[src/rtl/fetch_ctrl_pkg.sv]
// Shared pipeline definitions for the fetch controller: FSM states and
// redirect-source selection.
package fetch_ctrl_pkg;

    typedef enum logic [1:0] {
        ST_RUN  = 2'd0,
        ST_WAIT = 2'd1,
        ST_HALT = 2'd2
    } fetch_state_e;

    typedef enum logic [1:0] {
        SRC_NONE = 2'd0,
        SRC_ID   = 2'd1,
        SRC_EX   = 2'd2
    } redirect_src_e;

    localparam int PC_W = 32;

    // EX resolves older instructions than ID, so it always wins.
    function automatic redirect_src_e redirect_src(input logic ex_redirect, input logic id_jump);
        if (ex_redirect) begin
            return SRC_EX;
        end else if (id_jump) begin
            return SRC_ID;
        end
        return SRC_NONE;
    endfunction

endpackage

[src/rtl/fetch_ctrl_sat_counter.sv]
// Saturating up-counter used for the stall-cycle performance statistic.
module sat_counter #(
    parameter int WIDTH = 16
) (
    input  logic             clk,
    input  logic             reset,
    input  logic             en,
    output logic [WIDTH-1:0] count
);

    logic [WIDTH-1:0] count_q;

    always_ff @(posedge clk or posedge reset) begin
        if (reset) begin
            count_q <= '0;
        end else if (en && (count_q != '1)) begin
            count_q <= count_q + WIDTH'(1);
        end
    end

    assign count = count_q;

endmodule

[src/rtl/fetch_ctrl.sv]
// Fetch controller: steers the PC and IF/ID, ID/EX pipeline registers around
// memory waits, redirects, load-use hazards and halt.
module fetch_ctrl
    import fetch_ctrl_pkg::*;
#(
    parameter int CNT_W = 16
) (
    input  logic             clk,
    input  logic             reset,
    input  logic             imem_ready,
    input  logic             load_use_hazard,
    input  logic             ex_redirect,
    input  logic [31:0]      ex_target,
    input  logic             id_jump,
    input  logic [31:0]      id_target,
    input  logic             halt_req,
    output logic             pc_stall,
    output logic             pc_jump,
    output logic [31:0]      pc_jmp_tar,
    output logic             imem_req,
    output logic             if_id_stall,
    output logic             if_id_flush,
    output logic             id_ex_flush,
    output logic             halted,
    output logic [CNT_W-1:0] stall_cycles
);

    fetch_state_e  state_q, state_d;
    logic          pend_valid_q, pend_valid_d;
    logic [31:0]   pend_tar_q, pend_tar_d;
    redirect_src_e src;
    logic [31:0]   src_tar;
    logic          ready_path;

    assign src     = redirect_src(ex_redirect, id_jump);
    assign src_tar = (src == SRC_EX) ? ex_target : id_target;

    always_ff @(posedge clk or posedge reset) begin
        if (reset) begin
            state_q      <= ST_RUN;
            pend_valid_q <= 1'b0;
            pend_tar_q   <= '0;
        end else begin
            state_q      <= state_d;
            pend_valid_q <= pend_valid_d;
            pend_tar_q   <= pend_tar_d;
        end
    end

    always_comb begin
        state_d      = state_q;
        pend_valid_d = pend_valid_q;
        pend_tar_d   = pend_tar_q;
        pc_stall     = 1'b0;
        pc_jump      = 1'b0;
        pc_jmp_tar   = '0;
        imem_req     = 1'b0;
        if_id_stall  = 1'b0;
        if_id_flush  = 1'b0;
        id_ex_flush  = 1'b0;
        halted       = 1'b0;
        ready_path   = 1'b0;

        case (state_q)
            ST_RUN, ST_WAIT: begin
                imem_req = 1'b1;
                if (!imem_ready) begin
                    // Fetch outstanding: hold PC, remember the newest redirect.
                    pc_stall    = 1'b1;
                    if_id_flush = 1'b1;
                    id_ex_flush = ex_redirect;
                    state_d     = ST_WAIT;
                    if (src != SRC_NONE) begin
                        pend_valid_d = 1'b1;
                        pend_tar_d   = src_tar;
                    end
                end else if (state_q == ST_WAIT) begin
                    pend_valid_d = 1'b0;
                    state_d      = ST_RUN;
                    if ((src == SRC_NONE) && pend_valid_q) begin
                        pc_jump     = 1'b1;
                        pc_jmp_tar  = pend_tar_q;
                        if_id_flush = 1'b1;
                    end else begin
                        ready_path = 1'b1;
                    end
                end else begin
                    ready_path = 1'b1;
                end
            end
            ST_HALT: begin
                pc_stall    = 1'b1;
                if_id_flush = 1'b1;
                halted      = 1'b1;
            end
            default: begin
                state_d = ST_RUN;
            end
        endcase

        if (ready_path) begin
            state_d = ST_RUN;
            if (src == SRC_EX) begin
                pc_jump     = 1'b1;
                pc_jmp_tar  = ex_target;
                if_id_flush = 1'b1;
                id_ex_flush = 1'b1;
            end else if (src == SRC_ID) begin
                pc_jump     = 1'b1;
                pc_jmp_tar  = id_target;
                if_id_flush = 1'b1;
            end else if (load_use_hazard) begin
                pc_stall    = 1'b1;
                if_id_stall = 1'b1;
                id_ex_flush = 1'b1;
            end else if (halt_req) begin
                pc_stall    = 1'b1;
                if_id_flush = 1'b1;
                state_d     = ST_HALT;
            end
        end
    end

    sat_counter #(
        .WIDTH(CNT_W)
    ) u_stall_cnt (
        .clk   (clk),
        .reset (reset),
        .en    (pc_stall && (state_q != ST_HALT)),
        .count (stall_cycles)
    );

endmodule

[config.mk]
export PLATFORM = sky130hd
export DESIGN_NAME = fetch_ctrl
export DESIGN_NICKNAME = d
export VERILOG_FILES = /design/src/rtl/fetch_ctrl_pkg.sv /design/src/rtl/fetch_ctrl_sat_counter.sv /design/src/rtl/fetch_ctrl.sv
export SDC_FILE = /design/constraint.sdc
export NUM_CORES = 1
export LEC_CHECK = 0
export BUFFER_PORTS_ARGS = -buffer_cell sky130_fd_sc_hd__buf_4
export CAP_MARGIN = 10
export CORE_ASPECT_RATIO = 0.5
export CORE_MARGIN = 2
export CORE_UTILIZATION = 51
export DETAILED_ROUTE_END_ITERATION = 16
export MAX_ROUTING_LAYER = met4
export PLACE_DENSITY = 0.94
export SLEW_MARGIN = 20
export SYNTH_ARGS = -nofsm -noshare
export SYNTH_HDL_FRONTEND = slang
export SYNTH_SLANG_ARGS = --single-unit
[constraint.sdc]
create_clock -name clk -period 2.6 [get_ports clk]
set_input_delay 0.13 -clock clk [delete_from_list [all_inputs] [get_ports clk]]
set_output_delay 0.13 -clock clk [all_outputs]
set_load 0.1 [all_outputs]
# == Yosys cells after proc, flatten, opt, wreduce, memory -nomap -nowiden ==
# Cells that the tools add are included.
# classes
addsub,1
multipliers,0
n_div,0
order_cmp,0
n_eq_ne,9
shifts,0
n_mux,61
bitwise,1
n_reduce_logical,11
# op_table
op,n
two-way mux 32 bit,8
two-way mux 1 bit,40
two-way mux 2 bit,10
"adder 16 x 1 -> 16 bit, second input constant",1
"!= test 16 bit, second input constant",1
AND reduction 3 bit,2
"== test 2 x 1 -> 1 bit, second input constant",2
"== test 2 bit, second input constant",2
zero test 2 bit,2
"!= test 2 bit, second input constant",2
"!= test 4 bit, second input constant",1
case mux 1 bit (2 select lines),2
case mux 2 bit (2 select lines),1
nonzero test 2 bit,2
logical AND 1 bit,3
"!= test 2 x 1 -> 1 bit, second input constant",1
AND reduction 2 bit,1
OR reduction 2 bit,1
NOT 1 bit,1
# totals
reg_bits,51
latch_bits,0
mem_bits_rw,0
rom_bits,0
input_bits,71
out_inout_bits,55
word_cells,87
memories,0

# == Depth between registers and ports, before layout ==
# depth
ltp_word,14
mapped_depth,7
depth_no_buf,5

# == By module ==
# Synthesis repeated with hierarchy kept, for this count alone.
# hier_totals
hier_cells,261
area_unflattened_um2,3021.6
# by_module_without_submodules
mod,instances,cells_each,area_each_um2,seq_area_each_um2
fetch_ctrl,1,190,2215.9,875.8
sat_counter,1,71,805.8,400.4

# == Worst setup path before layout ==
# No wires, ideal clock.
# synth_timing
kind,reg-to-output
start,register state_q[1]
end,output pc_jmp_tar[10]
arrival_time_ps,3269
t_required_ps,2470
path_slack_ps,-799
path_stages_with_launch,6
n_path_buf,2
path_cell_list,dfrtp_1 clkbuf_1 nor2b_1 o21ai_0 clkbuf_1 o21ai_0
# synth_via
elab_chain_len,7
word_cells_on_any_way,12
classes_between,eq/ne (1); mux (9); reduce/logical (2)
# synth_lines
element,line_no,text
start: declaration,fetch_ctrl.sv:28,"fetch_state_e state_q, state_d;"
start signal: assignment,fetch_ctrl.sv:44,state_q <= state_d;
== test 2 x 1 -> 1 bit,"fetch_ctrl.sv:64, fetch_ctrl.sv:77",
two-way mux 32 bit,fetch_ctrl.sv:77,end else if (state_q == ST_WAIT) begin
two-way mux 32 bit,fetch_ctrl.sv:67,if (!imem_ready) begin
two-way mux 32 bit,fetch_ctrl.sv:64,case (state_q)
two-way mux 32 bit,fetch_ctrl.sv:108,end else if (src == SRC_ID) begin
two-way mux 32 bit,fetch_ctrl.sv:103,if (src == SRC_EX) begin
two-way mux 32 bit (*),fetch_ctrl.sv:101,if (ready_path) begin
end: declaration,fetch_ctrl.sv:19,"output logic [31:0] pc_jmp_tar,"
# Every way passes the cells marked *; elsewhere a longest branch is shown, timed or not.

# == Worst setup path in the final report ==
# layout_timing
start,register state_q[1]
end,output pc_jmp_tar[2]
# Same word-level chain as after synthesis.

==> metrics.log <==
[metrics] setup fix buffers added after clock tree synthesis: 0
[metrics] area grow syn2layout: 42.54%
[metrics] placed insts: 503
[metrics] area of all sequential standard cells: 0.001276 mm2
[metrics] relative contribution of sequential cells to total power: 37.7%
[metrics] Std-Cell Core Area: 0.005444 mm2
[metrics] routed wire length on met3: 280 um
[metrics] most common flop cell mapped by yosys: sky130_fd_sc_hd__dfrtp_1
[metrics] uppermost layer routed: met4
[metrics] critical path required time: 2.47 ns
[metrics] Final Core Density: 75.09%
[metrics] min Tclk post-route: 2.355 ns
[metrics] Mapped Nets: 390
[metrics] CTS clk-pin slew, worst paths: 0.09 ns
[metrics] Final Max Slew Viols: 0
[metrics] startpoint of the worst setup timing path: state_q[1]
[metrics] number of clock buffers inserted by TritonCTS: 5
[metrics] Synth area leader: sky130_fd_sc_hd__dfrtp_1
[metrics] met2 routed wirelength: 3.899 mm
[metrics] number of cells traversed by the worst register-to-register path: 6
[metrics] critical path, cell by cell: nor2b_1, and3b_1, buf_4, nand2_1, o21ai_2, buf_4
[metrics] wire length of the first global-routing pass: 12.01 mm
[metrics] reg-to-reg startpoint: u_stall_cnt.count[0]
[metrics] quantity of I/O buffers inserted on ports: 125
[metrics] IO Count: 126
[metrics] total global routing track utilization: 24.85%
[metrics] fill cell instance count of the final layout: 405
[metrics] largest stage delay on the critical path: 0.48 ns
[metrics] portion of total power attributed to the clock network: 16.1%
[metrics] insertion delay to the later sink of the worst-skew pair: 0.30 ns
[metrics] number of synthesized flops with an enable pin: 0
[metrics] final hold violation count: 0
[metrics] Arr. time, crit path: 2.22 ns
[metrics] Commonest cells post-synth: sky130_fd_sc_hd__nand2_1 (72), sky130_fd_sc_hd__o21ai_0 (70), sky130_fd_sc_hd__dfrtp_1 (51), sky130_fd_sc_hd__mux2i_1 (33), sky130_fd_sc_hd__clkbuf_1 (14)
[metrics] static leakage: 2.023 nW
[metrics] clock tree skew after final layout: 0.003753 ns
[metrics] Post-Place Cell Area: 0.003993 mm2
[metrics] floorplan die area: 0.006275 mm2
[metrics] worst hold slack: 0.07486 ns
[metrics] first-pass iteration count of the detailed router: 6
[metrics] CTS H-Tree Depth: 2
[metrics] worst setup path endpoint: pc_jmp_tar[2]
[metrics] number of vias after detailed routing: 2,727
[metrics] row count: 19
[metrics] critical path endpoint category: primary output
[metrics] number of routed nets with antenna violations: 0
[metrics] Die Width: 110.0 um
[metrics] most used standard cell by instance count after synthesis: sky130_fd_sc_hd__nand2_1
[metrics] critical-path maximum fanout: 24
[metrics] share of the yosys chip area belonging to registers: 44.50%
[metrics] final-stage net count: 510
[metrics] total of flip-flops plus latches after synthesis: 51
[metrics] number of warnings reported in the yosys synthesis log: 0
[metrics] detailed-route wire length: 7.242 mm
[metrics] class of the worst hold path: in -> reg
[metrics] final HPWL from detailed placement: 5.270 mm
[metrics] outcome: completed
[metrics] fraction of post-synthesis cell area in the top cell type by area: 44.50%
[metrics] initial cell density of the core: 52.68%
[metrics] power density normalized to cell area: 689.4 mW/mm2
[metrics] power after layout: 0.002818 W
[metrics] cell types with the largest area share after synthesis: sky130_fd_sc_hd__dfrtp_1 (45%), sky130_fd_sc_hd__o21ai_0 (12%), sky130_fd_sc_hd__mux2i_1 (12%)
[metrics] number of distinct library cells after synthesis: 35
[metrics] number of clock sinks: 51
[metrics] area of all placed cells without fillers: 0.004088 mm2
[metrics] buffer type at the clock tree root: sky130_fd_sc_hd__clkbuf_8
[metrics] average cell area after synthesis: 9.018 um2
[metrics] Max IR drop VDD: 1.152 mV
[metrics] headroom to the max-slew limit: 40.46%
[metrics] Longest Clk Path Bufs: 2
[metrics] post-synth design cell area: 0.002868 mm2
[metrics] quantity of hold-fixing buffers added after cts: 1
[metrics] final-report setup violation count: 0
[metrics] critical register-to-register path endpoint: u_stall_cnt.count[7]
[metrics] ratio of cells with drive above 1 in the final layout: 41.46%
[metrics] DR DRC count: 0
[metrics] post-cts sizing count: 0
[metrics] CTS tree: yes
[metrics] Worst path most repeated cell: sky130_fd_sc_hd__buf_4
[metrics] unrepaired setup endpoints after global routing: false
[metrics] Sw Ratio: 48.84%
[metrics] reg-to-reg slack, setup: 0.57 ns
[metrics] die outline height: 57.03 um
[metrics] number of max-cap violations: 0
[metrics] vias in the first global route: 2,663
[metrics] routed length on met1: 2.939 mm
[metrics] share of power burned in combinational logic: 46.2%
[metrics] Max Fclk: 0.4247 GHz
[metrics] maximum number of pins on one net before global-route repair: 40
[metrics] number of standard cells in the layout, taps in and fillers out: 512
[metrics] number of antenna violations at the first check in global routing: 0
[metrics] fraction of registers with async set/reset: 100.0%
[metrics] First DRT Iteration DRCs: 145
[metrics] kind of start point of the critical path: flip-flop
[metrics] final clock period utilization by the worst path: 90.56%
[metrics] net load switching power: 0.001376 W
[metrics] GRT overflow: 0
[metrics] Critical-path top delay cell: sky130_fd_sc_hd__dfrtp_1
[metrics] Via-to-Cell Ratio: 5.326
[metrics] class of the most critical setup path: reg -> out
[metrics] total area of multi-input combinational cells: 0.001588 mm2
[metrics] synthesized instance count: 318
[metrics] count of antenna diodes in the layout: 0
[metrics] internal portion of total power: 0.001442 W
[metrics] final routed wire length divided by cell count: 14.14 um
[metrics] actual transition at the worst max-transition pin: 0.8931 ns
[metrics] Routability Congestion: 0.8731
how the worst min path moves through the flow:
| stage | from | end | slack, ns | depth (start not counted) |
|---|---|---|---|---|
| floorplan | imem_ready | state_q[0] | 0.21 | 1 |
| global placement | reset | state_q[1] | 0.34 | 2 |
| detailed placement | reset | state_q[1] | 0.33 | 2 |
| CTS | imem_ready | state_q[0] | 0.07 | 2 |
| global route | imem_ready | state_q[0] | 0.09 | 2 |
| finish | imem_ready | state_q[0] | 0.07 | 2 |
critical path: cells and delay by family, from the launching register on:
kind            cells  cell delay, ns
simple gates        3            0.78
buf+inv             2            0.59
flops               1            0.48
compound gates      1            0.07
power by group through the flow:
stage	registers [W]	logic, W	clock network [W]
finish	0.00106	0.00130	0.000453
global route	0.00108	0.00136	0.000488
CTS	0.00106	0.00131	0.000457
detailed placement	0.00107	0.00131	0
global placement	0.00106	0.00128	0
floorplan	0.00140	0.000636	0
cell families after synthesis:
family / Yosys count / synth area share (%)
simple gates: 114 / 20.03
compound gates: 75 / 14.18
flops: 51 / 44.50
mux: 35 / 12.30
buf+inv: 29 / 4.581
xor+xnor: 13 / 3.970
fa+ha+maj: 1 / 0.4362
cell type report:
type	count	area share [%]
clock buffer	6	1.775
clock inverter	2	0.3061
timing repair buffer	133	24.79
multi-input combinational	238	38.84
inverter	9	0.8264
tap	73	2.234
sequential	51	31.22
layer usage:
layer	up-vias	GRT usage, %
li1	1342	-
met1	1313	28.53
met2	56	44.79
met3	16	4.457
met4	0	7.052
met5	-	-
cell usage in the layout, fill, tap and decap left out, types with 2 or more instances in the layout:
| master | synthesis | final |
|---|---|---|
| sky130_fd_sc_hd__o21ai_0 | 70 | 40 |
| sky130_fd_sc_hd__nor4_4 | 2 | 2 |
| sky130_fd_sc_hd__xor2_1 | 12 | 12 |
| sky130_fd_sc_hd__o21ai_2 | 0 | 28 |
| sky130_fd_sc_hd__nor4_2 | 4 | 4 |
| sky130_fd_sc_hd__and3_1 | 3 | 3 |
| sky130_fd_sc_hd__nor4_1 | 2 | 2 |
| sky130_fd_sc_hd__inv_1 | 9 | 8 |
| sky130_fd_sc_hd__clkbuf_8 | 0 | 5 |
| sky130_fd_sc_hd__nand2_1 | 72 | 72 |
| sky130_fd_sc_hd__mux2i_1 | 33 | 33 |
| sky130_fd_sc_hd__buf_4 | 1 | 131 |
| sky130_fd_sc_hd__nand4_1 | 3 | 3 |
| sky130_fd_sc_hd__nor2_1 | 6 | 6 |
| sky130_fd_sc_hd__dfrtp_1 | 51 | 51 |
| sky130_fd_sc_hd__mux2_2 | 2 | 2 |
| sky130_fd_sc_hd__nand3_1 | 7 | 7 |
| sky130_fd_sc_hd__nand2b_1 | 2 | 2 |
| sky130_fd_sc_hd__nor3_1 | 5 | 5 |
| sky130_fd_sc_hd__o21ai_4 | 0 | 2 |
through the flow:
stage | worst slack, ns | TNS (ns)
finish | 0.2454 | 0
global route | 0.07593 | 0
CTS | 0.2467 | 0
detailed placement | 0.5230 | 0
global placement | 0.5999 | 0
floorplan | -0.6247 | -2.363
state kept, by name, indices dropped and copies added, names as in the netlist:
name / cells
state_q: 2
u_stall_cnt.count: 16
pend_valid_q: 1
pend_tar_q: 32
Power figures use the tool's default switching activity.
